## config.mk

```make
export PLATFORM = sky130hd
export DESIGN_NAME = fifo_pop_ctrl
export DESIGN_NICKNAME = d
export VERILOG_FILES = /design/src/rtl/fifo_pop_ctrl.sv
export SDC_FILE = /design/constraint.sdc
export NUM_CORES = 1
export LEC_CHECK = 0
export CAP_MARGIN = 20
export CORE_MARGIN = 2
export CORE_UTILIZATION = 32
export DETAILED_ROUTE_END_ITERATION = 8
export PLACE_DENSITY = 0.57
export SYNTH_ARGS = -nofsm -noshare
export SYNTH_HDL_FRONTEND = slang
export SYNTH_SLANG_ARGS = --single-unit
```

## constraint.sdc

```tcl
create_clock -name clk -period 2.6 [get_ports clk]
set_input_delay 0.52 -clock clk [delete_from_list [all_inputs] [get_ports clk]]
set_output_delay 0.52 -clock clk [all_outputs]
set_load 0.03 [all_outputs]
```

## src/rtl/fifo_pop_ctrl.sv

```systemverilog
// fifo_pop_ctrl: pops fifo_flops while a 2-entry output buffer has room and
// streams the captured words out on a valid/ready interface.
module fifo_pop_ctrl #(
    parameter int width    = 16,
    parameter int READ_LAT = 0,
    parameter int CNT_W    = 16
) (
    input  logic             clk,
    input  logic             rst,
    input  logic             en,
    input  logic             pndng,
    input  logic [width-1:0] fifo_dout,
    output logic             pop,
    output logic [width-1:0] m_data,
    output logic             m_valid,
    input  logic             m_ready,
    output logic [CNT_W-1:0] word_cnt,
    output logic             busy
);
    logic [1:0]       occ;
    logic             inf;
    logic [width-1:0] buf0;
    logic [width-1:0] buf1;
    logic             deq;
    logic             wr;
    logic [1:0]       slot;
    logic [2:0]       committed;

    assign m_valid = (occ != 2'd0);
    assign m_data  = buf0;
    assign busy    = m_valid | inf;

    always_comb begin
        deq       = m_valid & m_ready;
        // words still owned once this edge's deq has left
        committed = {1'b0, occ} + {2'b0, inf} - {2'b0, deq};
        pop       = rst & en & pndng & (committed < 3'd2);
        wr        = (READ_LAT == 0) ? pop : inf;
        slot      = occ - {1'b0, deq};
    end

    always_ff @(posedge clk or negedge rst) begin
        if (!rst) begin
            occ      <= '0;
            inf      <= 1'b0;
            buf0     <= '0;
            buf1     <= '0;
            word_cnt <= '0;
        end else begin
            inf <= (READ_LAT != 0) ? pop : 1'b0;
            occ <= occ + {1'b0, wr} - {1'b0, deq};
            if (deq) begin
                buf0     <= buf1;
                word_cnt <= word_cnt + CNT_W'(1);
            end
            // a write lands behind whatever survives the same-edge deq
            if (wr) begin
                if (slot == 2'd0) buf0 <= fifo_dout;
                else              buf1 <= fifo_dout;
            end
        end
    end
endmodule

```

---- After elaboration in Yosys (flattened, before gate mapping) ----
Index checks and enable logic that the tools add are counted.
storage, ports and cells
  flip-flop bits (word level) ............. 50
  logic and storage cells ................. 21
  input bits .............................. 21
cells by class
  $add $sub $neg .......................... 5
  muxes and demuxes ....................... 3
  reductions and logical operators ........ 3
  bitwise operators ....................... 5
  magnitude comparators ................... 1
operator list
  cell                                                                           number
  16-bit two-way mux                                                             3
  16-bit by 1-bit adder with 16-bit output (second input constant)               1
  1-bit AND                                                                      4
  2-bit by 1-bit subtractor with 2-bit output                                    2
  3-bit by 2-bit less-than comparator with 1-bit output (second input constant)  1
  2-bit by 1-bit subtractor with 3-bit output                                    1
  2-bit by 1-bit adder with 2-bit output                                         1
  2-bit zero test                                                                1
  2-bit AND reduction                                                            1
  2-bit nonzero test                                                             1
  1-bit inverter                                                                 1

---- Depth between registers and ports, before layout ----
  word-level depth ........................ 7
  depth in mapped cells ................... 5
  mapped depth without buffers ............ 5

---- Worst setup path before layout ----
Ideal clock, no wire load.
  kind .................................... in2out
  start ................................... in pndng
  end ..................................... out pop
  buffers on the path ..................... 0
  arrival ................................. 1.280 ns
  slack ................................... 0.800 ns
  cell stages on the path ................. 2
  cell sequence ........................... nand3_1 -> a21oi_1
on the way
  cells in the longest elaborated chain, start to end .. 2
RTL lines
  what                     line  source
  from (decl)              11    input logic pndng,
  1-bit AND (2 in series)  37    pop = rst & en & pndng & (committed < 3'd2);
  to (decl)                13    output logic pop,
Every way passes these cells.

---- Worst setup path in the final report ----
  start ................................... reg occ[1]
  end ..................................... out m_valid
on the way
  cells in the longest elaborated chain, start to end .. 1
RTL lines
  what                    line  source
  from (decl)             20    logic [1:0] occ;
  from (signal assigned)  51    occ <= occ + {1'b0, wr} - {1'b0, deq};
  2-bit nonzero test      29    assign m_valid = (occ != 2'd0);
  to (decl)               15    output logic m_valid,
Every way passes these cells.

==> impl_metrics.csv <==
group,metric,value,unit
layout,num-fill-cells,640,
clocking,htreeDepth,2,
synthesis,postSynthAreaPerCell,12.0,µm²
timing,worst_pin_slew,0.633,ns
floorplan,rows,30,
synthesis,yosysWarnings,0,
global_route,grt_pass1_wl,7120,µm
layout,n_antenna_cell,0,
global_route,overflow,0,
synthesis,yosys.area.top_type_share,57.2,%
critical_path,crit_family,"buffers and inverters",
floorplan,start_util,32.6,%
placed_design,portBuffers,55,
timing,grt_setup_unrepaired,"false",
synthesis,synth_commonest_cells,"dfrtp_1 (50), nand2_1 (25), mux2_2 (16), mux2i_1 (16), o21ai_0 (15)",
critical_path,critical_path_buf_inv_count,1,
synthesis,syn_nets,204,
critical_path,endpoint_kind,"output pin",
run,maxCapViolations,0,
floorplan,die_h,86.7,µm
timing,slew_violations,0,
timing,fin_hold_ws,0.351,ns
synthesis,synth_largest_area_cell,"dfrtp_1",
drt,viasPerCell,4.63,
floorplan,die_w,86.7,µm
synthesis,yosysUniqueCellTypes,29,
drt,ant_nets,0,
drt,drc,0,
drt,vias,1491,
timing,fmax,439,MHz
synthesis,synth_top_family_by_area,"multiplexers",
clocking,cts_sinks,50,
clocking,insertion_delay,0.30,ns
floorplan,core,6720,µm²
floorplan,die_area,7520,µm²
clocking,cts_setup_buffers,0,
placed_design,hpwl,2930,µm
outcome,status,"complete, no violations",
synthesis,synth_flop_cell,"dfrtp_1",
timing,hold_viol,0,
clocking,clk_pin_slew_worst_paths,0.09,ns
synthesis,synth-edff-count,0,
global_route,antenna_found_initial,0,
synthesis,async_flop_share,100,%
pwr,ir_drop,305,µV
critical_path,cp_slowest_cell,"clkdlybuf4s50_1",
min_path,hold_class,"input port to asynchronous set/reset pin",
timing,skew,0.00771,ns
timing,slew-limit-headroom,57.8,%
timing,min_period,2.28,ns
synthesis,synth-compound-area-share,6.00,%
synthesis,synth-adder-area-share,0.572,%
drt,drt_iter0_drc,52,
timing,setup_viol,0,
placed_design,routabilityCongestion,0.719,
synthesis,synth.most_common_cell,"dfrtp_1",
global_route,gr-usage-all-layers,12.2,%
clocking,cts_tree,"yes",
critical_path,path_class,"flop to output pin",
synthesis,netlist_area,2190,µm²
pwr,p_leak,0.00122,µW
pwr,p_per_area,744,nW/µm²
drt,drt_wl_total,4200,µm
synthesis,synth_cells,182,
timing,fin_setup_tns,0,ns
clocking,cts_made_buffers,5,
synthesis,synth_seq_cells,50,
critical_path,cp.arrival,1.76,ns
clocking,max-clock-path-buffers,2,
global_route,grt_pass1_vias,1500,
layout,nets,263,
layout,synthToLayoutAreaGrowth,34.6,%
layout,drive_above_1_share,13.6,%
critical_path,worst_setup_path_start_kind,"flop",
critical_path,slowest_delay,0.60,ns
clocking,cts_root_buffer,"clkbuf_8",
global_route,grt_max_degree,51,
synthesis,synth-seq-area-share,57.2,%
clocking,cts-hold-fix-buffers,0,
timing,min_period_over_period,87.6,%
floorplan,io_pins,56,
synthesis,synth-xor-area-share,6.00,%
synthesis,ys_top_cells_by_area,"dfrtp_1 (57%), mux2_2 (8.2%), mux2i_1 (7.3%)",
critical_path,crit_chain,"or2_2 -> clkdlybuf4s50_1",
critical_path,crit_required,2.08,ns
synthesis,synth-simple-area-share,12.5,%
drt,wl_per_cell,13.1,µm
clocking,cts_resized,0,
critical_path,crit_path_max_fanout,10,
synthesis,synthMuxAreaShare,15.6,%
drt,first_pass_iters,2,
==> state kept, by name, summed over array words and instances, names as in the netlist <==
signal    cells
occ           2
m_data       16
buf1         16
word_cnt     16
==> cell families after synthesis <==
| logic type | Yosys count |
|---|---|
| XOR/XNOR | 15 |
| buffers and inverters | 8 |
| multiplexers | 32 |
| AO/OA/AOI/OAI | 23 |
| AND/OR/NAND/NOR | 53 |
| adder cells (fa/ha/maj) | 1 |
| flip-flops | 50 |
==> worst paths after layout <==
check	from	endpoint	slack, ns	cells after the start
min	rst	m_data[12]	0.35	2
max in group asynchronous	rst	m_data[5]	1.82	2
max	occ[1]	m_valid	0.32	2
max reg2reg	occ[1]	word_cnt[15]	1.01	4
min reg2reg	word_cnt[15]	word_cnt[15]	0.49	1
min in group clk	word_cnt[15]	word_cnt[15]	0.49	1
==> metrics by stage <==
step	std cells	setup slack [ns]	total power (µW)	utilization (%)	instance area, µm²
2_1_floorplan	182	0.800	1390	-	2190
3_3_place_gp	314	0.380	1680	42.3	2840
3_5_place_dp	314	0.347	1680	42.3	2840
4_1_cts	322	0.308	2230	43.8	2950
5_1_grt	322	0.231	2330	43.8	2950
6_report	322	0.322	2190	43.8	2950
==> power breakdown <==
group	total (µW)	internal, µW	switching (µW)
combinational	627	296	331
sequential	1030	924	107
clock	533	288	245
==> routing by layer <==
metal	share of wire (%)	vias to the layer above	global-route usage [%]	wire (µm)
li1	-	748	-	-
met2	45	36	18.7	1880
met1	49	701	16.2	2040
met3	5.5	6	4.38	230
met4	1.2	0	3.84	51
met5	0	-	0	0
==> cell usage in the layout, fill, tap and decap left out, drive strengths merged, types with 3 or more instances in the layout <==
master,count
nand2,25
mux2i,16
mux2,16
xnor2,13
clkdlybuf4s50,53
nand3,5
a21oi,4
o21ai,17
buf,7
and4,3
nand4,6
nor2,4
clkbuf,7
dfrtp,50
==> final cells by class <==
type	count	area (µm²)	area share, %
Sequential cell	50	1250	42.5
Clock inverter	1	30.0	1.02
Multi-Input combinational cell	124	895	30.4
Clock buffer	7	76.3	2.59
Timing Repair Buffer	60	593	20.1
Tap cell	80	100	3.40
(Power assumes the default switching activity.)
